==> src/rtl/recirculation_launch_a.sv <==
// recirculation_launch_a: domain-A launch controller feeding the recirculation-mux
// CDC stage. Words from a valid/ready producer are queued in a small FIFO, then
// presented one at a time on a registered bus with a one-cycle launch pulse. The
// bus is held for G_HOLD cycles after the pulse so domain B samples settled data.
//
// Handshake: a word is transferred on a rising i_clk_A edge where i_valid and
// o_ready are both high. o_ready depends only on registered occupancy. The
// producer must hold i_valid and i_data until the transfer edge.
//
// Optional feature: define RECIRC_LAUNCH_CNT_EN to add o_launch_cnt, a
// saturating 16-bit count of launches.
//
// FSM state is held in state_q (type state_t) so checkers can bind to it.
module recirculation_launch_a #(
   parameter int G_WIDTH = 4,
   parameter int G_DEPTH = 4,
   parameter int G_HOLD  = 6
) (
   input  logic                       i_clk_A,
   input  logic                       i_rst_A,
   input  logic                       i_valid,
   output logic                       o_ready,
   input  logic [G_WIDTH-1:0]         i_data,
   output logic                       o_pulse_A,
   output logic [G_WIDTH-1:0]         o_data_A,
   output logic                       o_busy,
   output logic [$clog2(G_DEPTH):0]   o_level
`ifdef RECIRC_LAUNCH_CNT_EN
   ,
   output logic [15:0]                o_launch_cnt
`endif
);

   localparam int PTR_W = $clog2(G_DEPTH);
   localparam int LVL_W = PTR_W + 1;
   localparam int CNT_W = (G_HOLD > 1) ? $clog2(G_HOLD) : 1;
   localparam logic [LVL_W-1:0] FULL_LVL  = LVL_W'(G_DEPTH);
   localparam logic [CNT_W-1:0] HOLD_LOAD = CNT_W'(G_HOLD - 1);

   typedef enum logic [1:0] {
      ST_IDLE   = 2'd0,
      ST_LAUNCH = 2'd1,
      ST_HOLD   = 2'd2
   } state_t;

   state_t             state_q;
   logic [G_WIDTH-1:0] mem_q [G_DEPTH];
   logic [PTR_W-1:0]   wr_ptr_q;
   logic [PTR_W-1:0]   rd_ptr_q;
   logic [LVL_W-1:0]   level_q;
   logic               have_word_q;
   logic [CNT_W-1:0]   hold_cnt_q;
   logic               push;
   logic               pop;

   // The launch decision uses have_word_q, a registered "FIFO was non-empty"
   // flag, so a freshly accepted word launches two edges after acceptance while
   // a backlogged FIFO still launches after a single IDLE cycle.
   assign o_ready = (level_q != FULL_LVL);
   assign o_level = level_q;
   assign push    = i_valid && o_ready;
   assign pop     = (state_q == ST_IDLE) && have_word_q && (level_q != '0);

   // FIFO storage: written on every accepted word, no reset needed
   always_ff @(posedge i_clk_A) begin
      if (push) begin
         mem_q[wr_ptr_q] <= i_data;
      end
   end

   // FIFO pointers and occupancy; pointers wrap naturally (depth is a power of two)
   always_ff @(posedge i_clk_A or posedge i_rst_A) begin
      if (i_rst_A) begin
         wr_ptr_q    <= '0;
         rd_ptr_q    <= '0;
         level_q     <= '0;
         have_word_q <= 1'b0;
      end else begin
         if (push) begin
            wr_ptr_q <= wr_ptr_q + PTR_W'(1);
         end
         if (pop) begin
            rd_ptr_q <= rd_ptr_q + PTR_W'(1);
         end
         case ({push, pop})
            2'b10:   level_q <= level_q + LVL_W'(1);
            2'b01:   level_q <= level_q - LVL_W'(1);
            default: level_q <= level_q;
         endcase
         have_word_q <= (level_q != '0);
      end
   end

   // Launch FSM with registered pulse, data and busy outputs
   always_ff @(posedge i_clk_A or posedge i_rst_A) begin
      if (i_rst_A) begin
         state_q    <= ST_IDLE;
         o_pulse_A  <= 1'b0;
         o_data_A   <= '0;
         o_busy     <= 1'b0;
         hold_cnt_q <= '0;
      end else begin
         case (state_q)
            ST_IDLE: begin
               if (pop) begin
                  o_data_A  <= mem_q[rd_ptr_q];
                  o_pulse_A <= 1'b1;
                  o_busy    <= 1'b1;
                  state_q   <= ST_LAUNCH;
               end
            end
            ST_LAUNCH: begin
               o_pulse_A  <= 1'b0;
               hold_cnt_q <= HOLD_LOAD;
               state_q    <= ST_HOLD;
            end
            ST_HOLD: begin
               if (hold_cnt_q == '0) begin
                  o_busy  <= 1'b0;
                  state_q <= ST_IDLE;
               end else begin
                  hold_cnt_q <= hold_cnt_q - CNT_W'(1);
               end
            end
            default: begin
               o_pulse_A <= 1'b0;
               o_busy    <= 1'b0;
               state_q   <= ST_IDLE;
            end
         endcase
      end
   end

`ifdef RECIRC_LAUNCH_CNT_EN
   logic [15:0] launch_cnt_q;

   // Saturating count of launches, bumped on each IDLE->LAUNCH transition
   always_ff @(posedge i_clk_A or posedge i_rst_A) begin
      if (i_rst_A) begin
         launch_cnt_q <= '0;
      end else if (pop && (launch_cnt_q != 16'hFFFF)) begin
         launch_cnt_q <= launch_cnt_q + 16'd1;
      end
   end

   assign o_launch_cnt = launch_cnt_q;
`endif

endmodule
==> config.mk <==
export PLATFORM = sky130hd
export DESIGN_NAME = recirculation_launch_a
export DESIGN_NICKNAME = d
export VERILOG_FILES = /design/src/rtl/recirculation_launch_a.sv
export SDC_FILE = /design/constraint.sdc
export NUM_CORES = 1
export LEC_CHECK = 0
export CAP_MARGIN = 20
export CORE_ASPECT_RATIO = 2
export CORE_MARGIN = 3
export CORE_UTILIZATION = 49
export DETAILED_ROUTE_END_ITERATION = 7
export GPL_TIMING_DRIVEN = 0
export PLACE_DENSITY = 0.74
export SYNTH_ARGS = -nofsm -noshare
export SYNTH_HDL_FRONTEND = slang
export SYNTH_SLANG_ARGS = --single-unit
==> constraint.sdc <==
create_clock -name i_clk_A -period 2.07 [get_ports i_clk_A]
set_clock_uncertainty 0.1 [all_clocks]
set_input_delay 0.414 -clock i_clk_A [delete_from_list [all_inputs] [get_ports i_clk_A]]
set_output_delay 0.414 -clock i_clk_A [all_outputs]
set_load 0.05 [all_outputs]
* Word level (Yosys, flattened, before mapping)
Memories as Yosys holds them, arrays and structs flattened. A register that Yosys moved wholly into a read port is not among the register bits. Index checks and enable logic that the tools add are counted. Widths: inputs -> output; s select.
Storage, ports and cells: RAM bits 16, bits in registers 15, memories kept 1, bits of input ports 7, output and inout bits 10
Operators by class: add/sub/neg operators 5, multiplexer cells 12, equal/unequal tests 8, bitwise logic cells 2, reduce and logical (&&, ||, !) cells 13
Memories:
- mem_q | words 4, bits a word 4, read ports 1, clocked after memory_dff 1, write ports 1, line 47 | logic [G_WIDTH-1:0] mem_q [G_DEPTH];
Operators with widths (number):
- $pmux 3 s2 | 2
- $reduce_and 2->1 | 4
- $ne 2x2->1 const B | 3
- $pmux 2 s3 | 1
- $sub 3x1->3 const B | 2
- $add 2x1->2 const B | 2
- $eq 2x1->1 const B | 2
- $eq 2x2->1 const B | 2
- $mux 1 | 4
- $mux 2 | 2
- $reduce_bool 2->1 | 2
- $add 3x1->3 const B | 1
- $logic_and 1x1->1 | 3
- $logic_not 3->1 | 1
- $mux 3 | 1
- $ne 3x3->1 const B | 1
- $pmux 1 s3 | 1
- $reduce_and 3->1 | 1
- $reduce_bool 3->1 | 1
- $logic_not 2->1 | 1
- $not 1->1 | 2
- $pmux 1 s2 | 1

* Depth between registers and ports, before layout
Gate-level depths: netlist (run 1).
depth after elaboration 5, depth in mapped cells 10, gate-level depth less buffers 9

* Worst setup path after synthesis (run 1)
Ideal clock, no wire load.
kind register -> register, start point register level_q[2] (netlist: o_level[2]), end point register level_q[2] (netlist: o_level[2]), setup slack -701 ps, data required time 1888 ps, data arrival time 2589 ps, stages on the path, launching flop included 10, cells stage by stage dfrtp_1 -> or3b_1 -> and2_4 -> inv_1 -> ha_1 -> inv_1 -> fa_1 -> xor2_1 -> nor2_1 -> xor2_1
On the way: cells in the longest elaborated chain, start to end 4, elaborated cells between the ends (all ways) 10, classes of those cells 2 x add/sub; 3 x eq/ne; 1 x mux; 4 x reduce/logical
Ends and longest elaborated chain:
- from (decl) | line 50 | logic [LVL_W-1:0] level_q;
- from (signal assigned) | line 86 | 2'b10: level_q <= level_q + LVL_W'(1);
- from (signal assigned) | line 87 | 2'b01: level_q <= level_q - LVL_W'(1);
- from (signal assigned) | line 88 | default: level_q <= level_q;
- $ne 3x3->1 * | line 59 | assign o_ready = (level_q != FULL_LVL);
- named net o_ready | line 22 | output logic o_ready,
- $logic_and 1x1->1 * | line 61 | assign push = i_valid && o_ready;
- $eq 2x1->1 / $eq 2x2->1 (equally long branches) | line 85 | case ({push, pop})
- $pmux 3 s2 / $reduce_bool 2->1 (equally long branches)
Mark *: on every way through the listed nets, which the timed path passes. The rest lies on a longest branch. A chain may end at the register's enable or synchronous reset.

* Final worst setup path (run 1)
start point register level_q[0] (netlist: o_level[0]), end point register level_q[2] (netlist: o_level[2])
On the way: cells in the longest elaborated chain, start to end 4, elaborated cells between the ends (all ways) 10, classes of those cells 2 x add/sub; 3 x eq/ne; 1 x mux; 4 x reduce/logical
Ends and longest elaborated chain (line):
- $ne 3x3->1 / $reduce_bool 3->1 (equally long branches) | 59, 62
- $logic_and 1x1->1, on equally long branches | 61, 62
- $eq 2x1->1 / $eq 2x2->1 (equally long branches) | 85
- $pmux 3 s2 / $reduce_bool 2->1 (equally long branches)
Parallel ways exist; a longest one is shown, timed or not.

==> results of run 1 <==
## sequential cells by signal (all words and copies together) (netlist names)
| signal | cells |
|---|---|
| wr_ptr_q | 2 |
| rd_ptr_q | 2 |
| o_level | 3 |
| o_busy | 1 |
| state_q | 2 |
| o_pulse_A | 1 |
| hold_cnt_q | 3 |
| mem_q | 16 |
| o_data_A | 4 |
| have_word_q | 1 |
## critical path, stage by stage (launching register included)
cell and delay, ns:
dfrtp_2 0.41, or3b_4 0.41, and2_4 0.16, inv_4 0.05, ha_4 0.12, inv_2 0.03
fa_2 0.33, xor2_1 0.14, nor2_1 0.12, xor2_1 0.16
## area by class of cell
type | count | share of cell area, %
sequential | 35 | 48.9
tap | 30 | 1.91
clock buffer | 5 | 3.50
inverter | 12 | 2.42
clock inverter | 3 | 3.44
timing repair buffer | 23 | 10.8
buffer | 2 | 0.955
multi-input combinational | 52 | 28.1
## timing repair
action	CTS	global route
pin swaps	5	3
hold buffers	0	0
setup endpoints to repair	3	4
setup buffers	6	1
gates resized for setup	6	3
## report_power, final
group          internal, mW  total (mW)  switching [mW]
registers             0.999        1.18           0.180
logic                 0.829        1.71           0.882
clock network         0.480       0.726           0.246
## cell families after synthesis
group / Yosys count / synth area share, %
AO/OA/AOI/OAI: 10 / 4.71
adder cells (fa/ha/maj): 8 / 6.98
multiplexers: 10 / 11.1
AND/OR/NAND/NOR: 18 / 7.63
flip-flops: 35 / 62.0
XOR/XNOR: 6 / 3.41
buffers and inverters: 15 / 4.14
## worst max-delay path by stage
stage	slack [ns]	to	startpoint
floorplan	-0.30	o_level[2]	o_level[0]
global placement	-0.18	o_level[2]	i_valid
detailed placement	-0.23	o_level[2]	state_q[1]
CTS	-0.08	o_level[2]	o_level[1]
global route	-0.20	o_level[2]	o_level[0]
finish	-0.05	o_level[2]	o_level[0]
## per-stage QoR
step	power (mW)	util, %	setup TNS [ns]	worst slack [ns]
2_1_floorplan	2.38	-	-0.474	-0.301
6_report	3.62	66.0	-0.0795	-0.0540
3_5_place_dp	2.80	59.1	-0.334	-0.231
3_3_place_gp	2.73	59.1	-0.216	-0.177
4_1_cts	3.63	65.4	-0.123	-0.0781
5_1_grt	3.87	66.0	-0.327	-0.204
## layout by cell type (no fill, tap or decap), types with 2 or more instances in the layout
| cell type | count |
|---|---|
| a21o_2 | 2 |
| and3_1 | 4 |
| buf_4 | 7 |
| bufinv_16 | 2 |
| clkbuf_8 | 5 |
| clkdlybuf4s50_1 | 13 |
| dfrtp_1 | 15 |
| dfrtp_2 | 4 |
| dlygate4sd2_1 | 2 |
| edfxtp_1 | 16 |
| ha_1 | 6 |
| inv_1 | 10 |
| mux2_4 | 4 |
| mux4_2 | 4 |
| nor2_1 | 2 |
| nor2b_1 | 2 |
| o21ai_0 | 2 |
| xnor2_1 | 3 |
| xor2_1 | 3 |
## layer usage
| layer | global-route usage [%] | wire (um) | up-vias |
|---|---|---|---|
| met3 | 5.73 | 76 | 5 |
| met4 | 9.60 | 71 | 0 |
| li1 | - | - | 416 |
| met5 | 0 | 0 | - |
| met2 | 29.4 | 1560 | 12 |
| met1 | 15.4 | 856 | 436 |
==> reports/metrics.cfg, run 1 <==
[power]
p_leak_nw = 0.822
p_per_area_mw_per_mm2 = 1840
peakVddDrop_uv = 1290

[cts]
clk_path_buf_depth = 2
cts_sinks = 35
cts_tree = yes
insertion_delay_ns = 0.29
cts-buffers-inserted = 5
clk_pin_slew_ns = 0.07
clock-root-buffer = clkbuf_8
cts_htree_levels = 2

[detailed_routing]
drt_iter0_drc = 11
vias = 869
drt_wl_total_um = 2570
drc = 0
routedWlPerCell_um = 15.9
first_pass_iters = 4
postRouteAntennaNets = 0
drt-vias-per-instance = 5.36

[global_route]
grt_pass1_vias = 949
grt_first_pass_wirelength_um = 4440
overflow = 0
antenna_found_initial = 0
grt_max_degree = 20
grt_usage_pct = 16.8

[sta]
final_max_slew_viol_count = 0
period_share_pct = 103
setup_viol = 2
finalCriticalPeriod_ns = 2.12
setup_ws_ns = -0.0540
hold_slack_ns = 0.392
rsz0062_at_grt = true
relSlewSlack_pct = 51.9
tightestPinTransition_ns = 0.721
max_freq_mhz = 471
finalHoldViolCount = 0

[setup_path]
r2r_start = o_level[0]
cp-start-kind = flip-flop
arrival_ns = 2.23
crit_fanout = 3
reg2reg_to = o_level[2]
required_ns = 2.18
cp-end-kind = flip-flop
criticalPathCategory = reg2reg
rr_worst_depth = 9
r2r_slack_ns = -0.05

[final_layout]
seqCellArea_um2 = 961
num-nets-final = 146
insertedDiodeCount = 0
n_fill_cell = 212
drive_gt1_share_pct = 31.8
layout.cells.non_filler = 162
multi_input_area_um2 = 552
area_growth_pct = 27.5
fin_area_mm2 = 0.00197

[yosys]
synthArstFlopShare_pct = 54.3
ys_seq_area_share_pct = 62.0
synth_top_cell_area_share_pct = 31.2
postSynthCellCount = 102
yosysMostFrequentCell = dfrtp_1
syn_nets = 117
avgSynthCellArea_um2 = 15.1
synth_commonest_cells = dfrtp_1 (19), edfxtp_1 (16), inv_1 (12)
synth_area_mm2 = 0.00154
synth_area_leaders = edfxtp_1 (31%), dfrtp_1 (31%), mux4_2 (5.8%)
synth_enable_flop_cells = 16
yosys.area.top_type = edfxtp_1
synth_cell_types = 32
yosysWarnings = 0
ys.flop_type = dfrtp_1
ys_ff_latch = 35

[floorplan]
die_h_um = 85.3
core-area_mm2 = 0.00298
io_pins = 17
fp-row-count = 28
dieWidth_um = 45.7
dieArea_mm2 = 0.00390
start_util_pct = 51.8

[outcome]
violations = negative setup slack
status = finished, violations left

[worst_hold_path]
hp-class = reg2reg
whs_path_depth = 1
hold_end = o_busy
min-delay-start = o_busy

[placement]
port_buffers = 16
routabilityCongestion = 0.709
dpl.hpwl_um = 1870
placed_area_mm2 = 0.00176
place_inst = 148

[job]
max_cap_violations = 0

No activity file was read; power rests on OpenSTA's default activity.
==> run 2: changes to the inputs <==
--- a/config.mk
+++ b/config.mk
@@ -5,10 +5,10 @@
 export SDC_FILE = /design/constraint.sdc
 export NUM_CORES = 1
 export LEC_CHECK = 0
+export ABC_AREA = 1
 export CAP_MARGIN = 20
 export CORE_ASPECT_RATIO = 2
-export CORE_MARGIN = 3
-export CORE_UTILIZATION = 49
+export CORE_UTILIZATION = 50
 export DETAILED_ROUTE_END_ITERATION = 7
 export GPL_TIMING_DRIVEN = 0
 export PLACE_DENSITY = 0.74
==> reports/metrics.cfg, run 2 <==
[outcome]
status = finished, final reports clean  ; was finished, violations left

[power]
p_per_area_mw_per_mm2 = 1720  ; was 1840 mW/mm^2
netSwitchingPower_mw = 1.54  ; was 1.31 mW
clkPwrFrac_pct = 13.7  ; was 20.1%
swShare_pct = 45.3  ; was 36.2%
peakVddDrop_uv = 1370  ; was 1290 uV
p_total_mw = 3.40  ; was 3.62 mW
p_int_mw = 1.86  ; was 2.31 mW
seqPwrFrac_pct = 34.3  ; was 32.6%
comb_power_share_pct = 52.0  ; was 47.3%
p_leak_nw = 0.960  ; was 0.822 nW

[detailed_routing]
drt_iter0_drc = 20  ; was 11
vias = 1088  ; was 869
routedWlPerCell_um = 12.1  ; was 15.9 um
first_pass_iters = 2  ; was 4
postRouteAntennaNets = 0  ; unchanged
drc = 0  ; unchanged
drt_wl_total_um = 2760  ; was 2570 um
drt-vias-per-instance = 4.77  ; was 5.36

[yosys]
synth-xor-area-share_pct = 2.12  ; was 3.41%
synth_enable_flop_cells = 16  ; unchanged
synth_area_mm2 = 0.00165  ; was 0.00154 mm^2
yosys.area_share.simple_pct = 22.8  ; was 7.63%
ys_seq_area_share_pct = 58.0  ; was 62.0%
ys_ff_latch = 35  ; unchanged
synth_commonest_cells = nand2_1 (52), inv_1 (30), dfrtp_1 (19)  ; was dfrtp_1 (19), edfxtp_1 (16), inv_1 (12)
synth_cell_types = 21  ; was 32
synth_top_family_by_area = simple AND/OR/NAND/NOR gates  ; was multiplexers
ys.flop_type = dfrtp_1  ; unchanged
yosys.area.top_type = edfxtp_1  ; unchanged
synthMuxAreaShare_pct = 0  ; was 11.1%
avgSynthCellArea_um2 = 9.59  ; was 15.1 um^2
synth_area_leaders = edfxtp_1 (29%), dfrtp_1 (29%), nand2_1 (12%)  ; was edfxtp_1 (31%), dfrtp_1 (31%), mux4_2 (5.8%)
postSynthCellCount = 172  ; was 102
syn_nets = 187  ; was 117
yosysMostFrequentCell = nand2_1  ; was dfrtp_1
synthArstFlopShare_pct = 54.3  ; unchanged
yosysWarnings = 0  ; unchanged
synth_adder_area_share_pct = 6.53  ; was 6.98%
synth_top_cell_area_share_pct = 29.1  ; was 31.2%
synth_compound_area_share_pct = 1.44  ; was 4.71%

[sta]
hold_slack_ns = 0.368  ; was 0.392 ns
final_max_slew_viol_count = 0  ; unchanged
rsz0062_at_grt = false  ; was true
relSlewSlack_pct = 51.3  ; was 51.9%
setup_viol = 0  ; was 2
setup-tns-final_ns = 0  ; was -0.0795 ns
finalCriticalPeriod_ns = 2.04  ; was 2.12 ns
setup_ws_ns = 0.0265  ; was -0.0540 ns
finalHoldViolCount = 0  ; unchanged
max_freq_mhz = 489  ; was 471 MHz
period_share_pct = 98.7  ; was 103%
tightestPinTransition_ns = 0.730  ; was 0.721 ns

[setup_path]
crit_fanout = 3  ; unchanged
cp_top_family = buffers and inverters  ; was simple AND/OR/NAND/NOR gates
path_depth = 1  ; was 9
cp-start-kind = flip-flop  ; unchanged
criticalPathCategory = reg2out  ; was reg2reg
cp-end-kind = output pin  ; was flip-flop
max_stage_delay_ns = 0.83  ; was 0.41 ns
cp.buffers_inverters = 1  ; was 2
crit_chain = clkdlybuf4s50_1  ; was or3b_4 -> and2_4 -> inv_4 -> ha_4 -> inv_2 -> fa_2 -> xor2_1 -> nor2_1 -> xor2_1
arrival_ns = 1.53  ; was 2.23 ns
rr_worst_depth = 9  ; unchanged
slowest_stage = clkdlybuf4s50_1  ; was dfrtp_2
required_ns = 1.56  ; was 2.18 ns

[global_route]
grt_first_pass_wirelength_um = 4760  ; was 4440 um
overflow = 0  ; unchanged
grt_usage_pct = 18.3  ; was 16.8%
grt_max_degree = 20  ; unchanged
grt_pass1_vias = 1072  ; was 949
antenna_found_initial = 0  ; unchanged

[final_layout]
insertedDiodeCount = 0  ; unchanged
top_regs = mem_q (16), o_data_A (4)  ; unchanged
fin_util_pct = 62.5  ; was 66.0%
n_fill_cell = 272  ; was 212
mostFrequentLayoutCell = nand2_1  ; was edfxtp_1
largest_reg_flops = 16  ; unchanged
regMostFlops = mem_q  ; unchanged
drive_gt1_share_pct = 17.3  ; was 31.8%
fin_area_mm2 = 0.00197  ; about the same
layout_common_cells = nand2_1 (52), inv_1 (30), dfrtp_1 (16), edfxtp_1 (16), clkdlybuf4s50_1 (15)  ; was edfxtp_1 (16), dfrtp_1 (15), clkdlybuf4s50_1 (13), inv_1 (10), buf_4 (7)
area_growth_pct = 19.6  ; was 27.5%
multi_input_area_um2 = 567  ; was 552 um^2
num-nets-final = 211  ; was 146
seqCellArea_um2 = 960  ; was 961 um^2
layout.cells.non_filler = 228  ; was 162

[floorplan]
io_pins = 17  ; unchanged
start_util_pct = 52.2  ; was 51.8%
dieArea_mm2 = 0.00355  ; was 0.00390 mm^2
dieWidth_um = 42.6  ; was 45.7 um
fp-row-count = 29  ; was 28
die_h_um = 83.2  ; was 85.3 um
core-area_mm2 = 0.00316  ; was 0.00298 mm^2

[cts]
cts-buffers-inserted = 5  ; unchanged
clk_path_buf_depth = 2  ; unchanged
insertion_delay_ns = 0.28  ; was 0.29 ns
cts_sinks = 35  ; unchanged
clk_pin_slew_ns = 0.07  ; about the same
clock-root-buffer = clkbuf_8  ; unchanged
cts_hold_buf = 0  ; unchanged
cts_htree_levels = 2  ; unchanged
cts_tree = yes  ; unchanged

[placement]
place_inst = 219  ; was 148
dpl.hpwl_um = 2180  ; was 1870 um
routabilityCongestion = 0.711  ; was 0.709
port_buffers = 16  ; unchanged
placed_area_mm2 = 0.00188  ; was 0.00176 mm^2
place_ws_ns = -0.0780  ; was -0.231 ns

[job]
max_cap_violations = 0  ; unchanged

[worst_hold_path]
whs_path_depth = 2  ; was 1
hp-class = reg2reg  ; unchanged

==> run 2: metal layers <==
metal | vias to the layer above | track usage [%] | share of wire (%)
li1 | 565 | - | -
met1 | 500 | 17.0 | 35
met2 | 17 | 34.4 | 60
met3 | 6 | 5.22 | 2.5
met4 | 0 | 8.52 | 2.3
met5 | - | 0 | 0
==> run 2: worst paths after layout <==
kind / start / endpoint / slack, ns
worst min-delay path: o_busy / o_busy / 0.37
worst min register to register: o_busy / o_busy / 0.37
worst max register to register: state_q[1] / o_level[2] / 0.19
max in group asynchronous: i_rst_A / o_level[2] / 0.91
min in group asynchronous: i_rst_A / hold_cnt_q[0] / 0.45
worst max-delay path: o_level[0] / o_level[0] / 0.03
==> run 2: worst register-to-register path, stage by stage, from the launching register on <==
cell	delay, ns
dfrtp_1	0.43
nor2_4	0.15
nand2_2	0.08
nor2_4	0.11
ha_4	0.14
inv_1	0.05
fa_1	0.38
nand2_1	0.08
nand3_1	0.08
xor2_1	0.14
==> run 2: cells by family after synthesis <==
group	after synthesis
and+or+nand+nor	81
buffers and inverters	40
DFF	35
adders and majority gates	8
AOI/OAI and AO/OA	4
xor gates and xnor gates	4
==> run 2: what timing repair did <==
item,in CTS,in global routing
pin swaps,0,1
gates resized for setup,1,0
endpoints found under the setup margin,1,1
cloned,0,0
setup buffers,0,1
==> run 2: power groups by stage <==
stage / clock, mW / combinational (mW) / sequential (mW)
2_1_floorplan: 0 / 1.04 / 1.46
3_3_place_gp: 0 / 1.71 / 1.17
3_5_place_dp: 0 / 1.78 / 1.18
4_1_cts: 0.476 / 1.78 / 1.17
5_1_grt: 0.505 / 1.96 / 1.20
6_report: 0.465 / 1.77 / 1.17
==> run 2: layout make-up <==
type,count,area share (%)
Buffer,2,0.444
Clock buffer,5,3.49
Clock inverter,3,0.761
Inverter,38,7.49
Multi-Input combinational cell,97,28.7
Sequential cell,35,48.7
Tap cell,31,1.97
Timing Repair Buffer,17,8.44
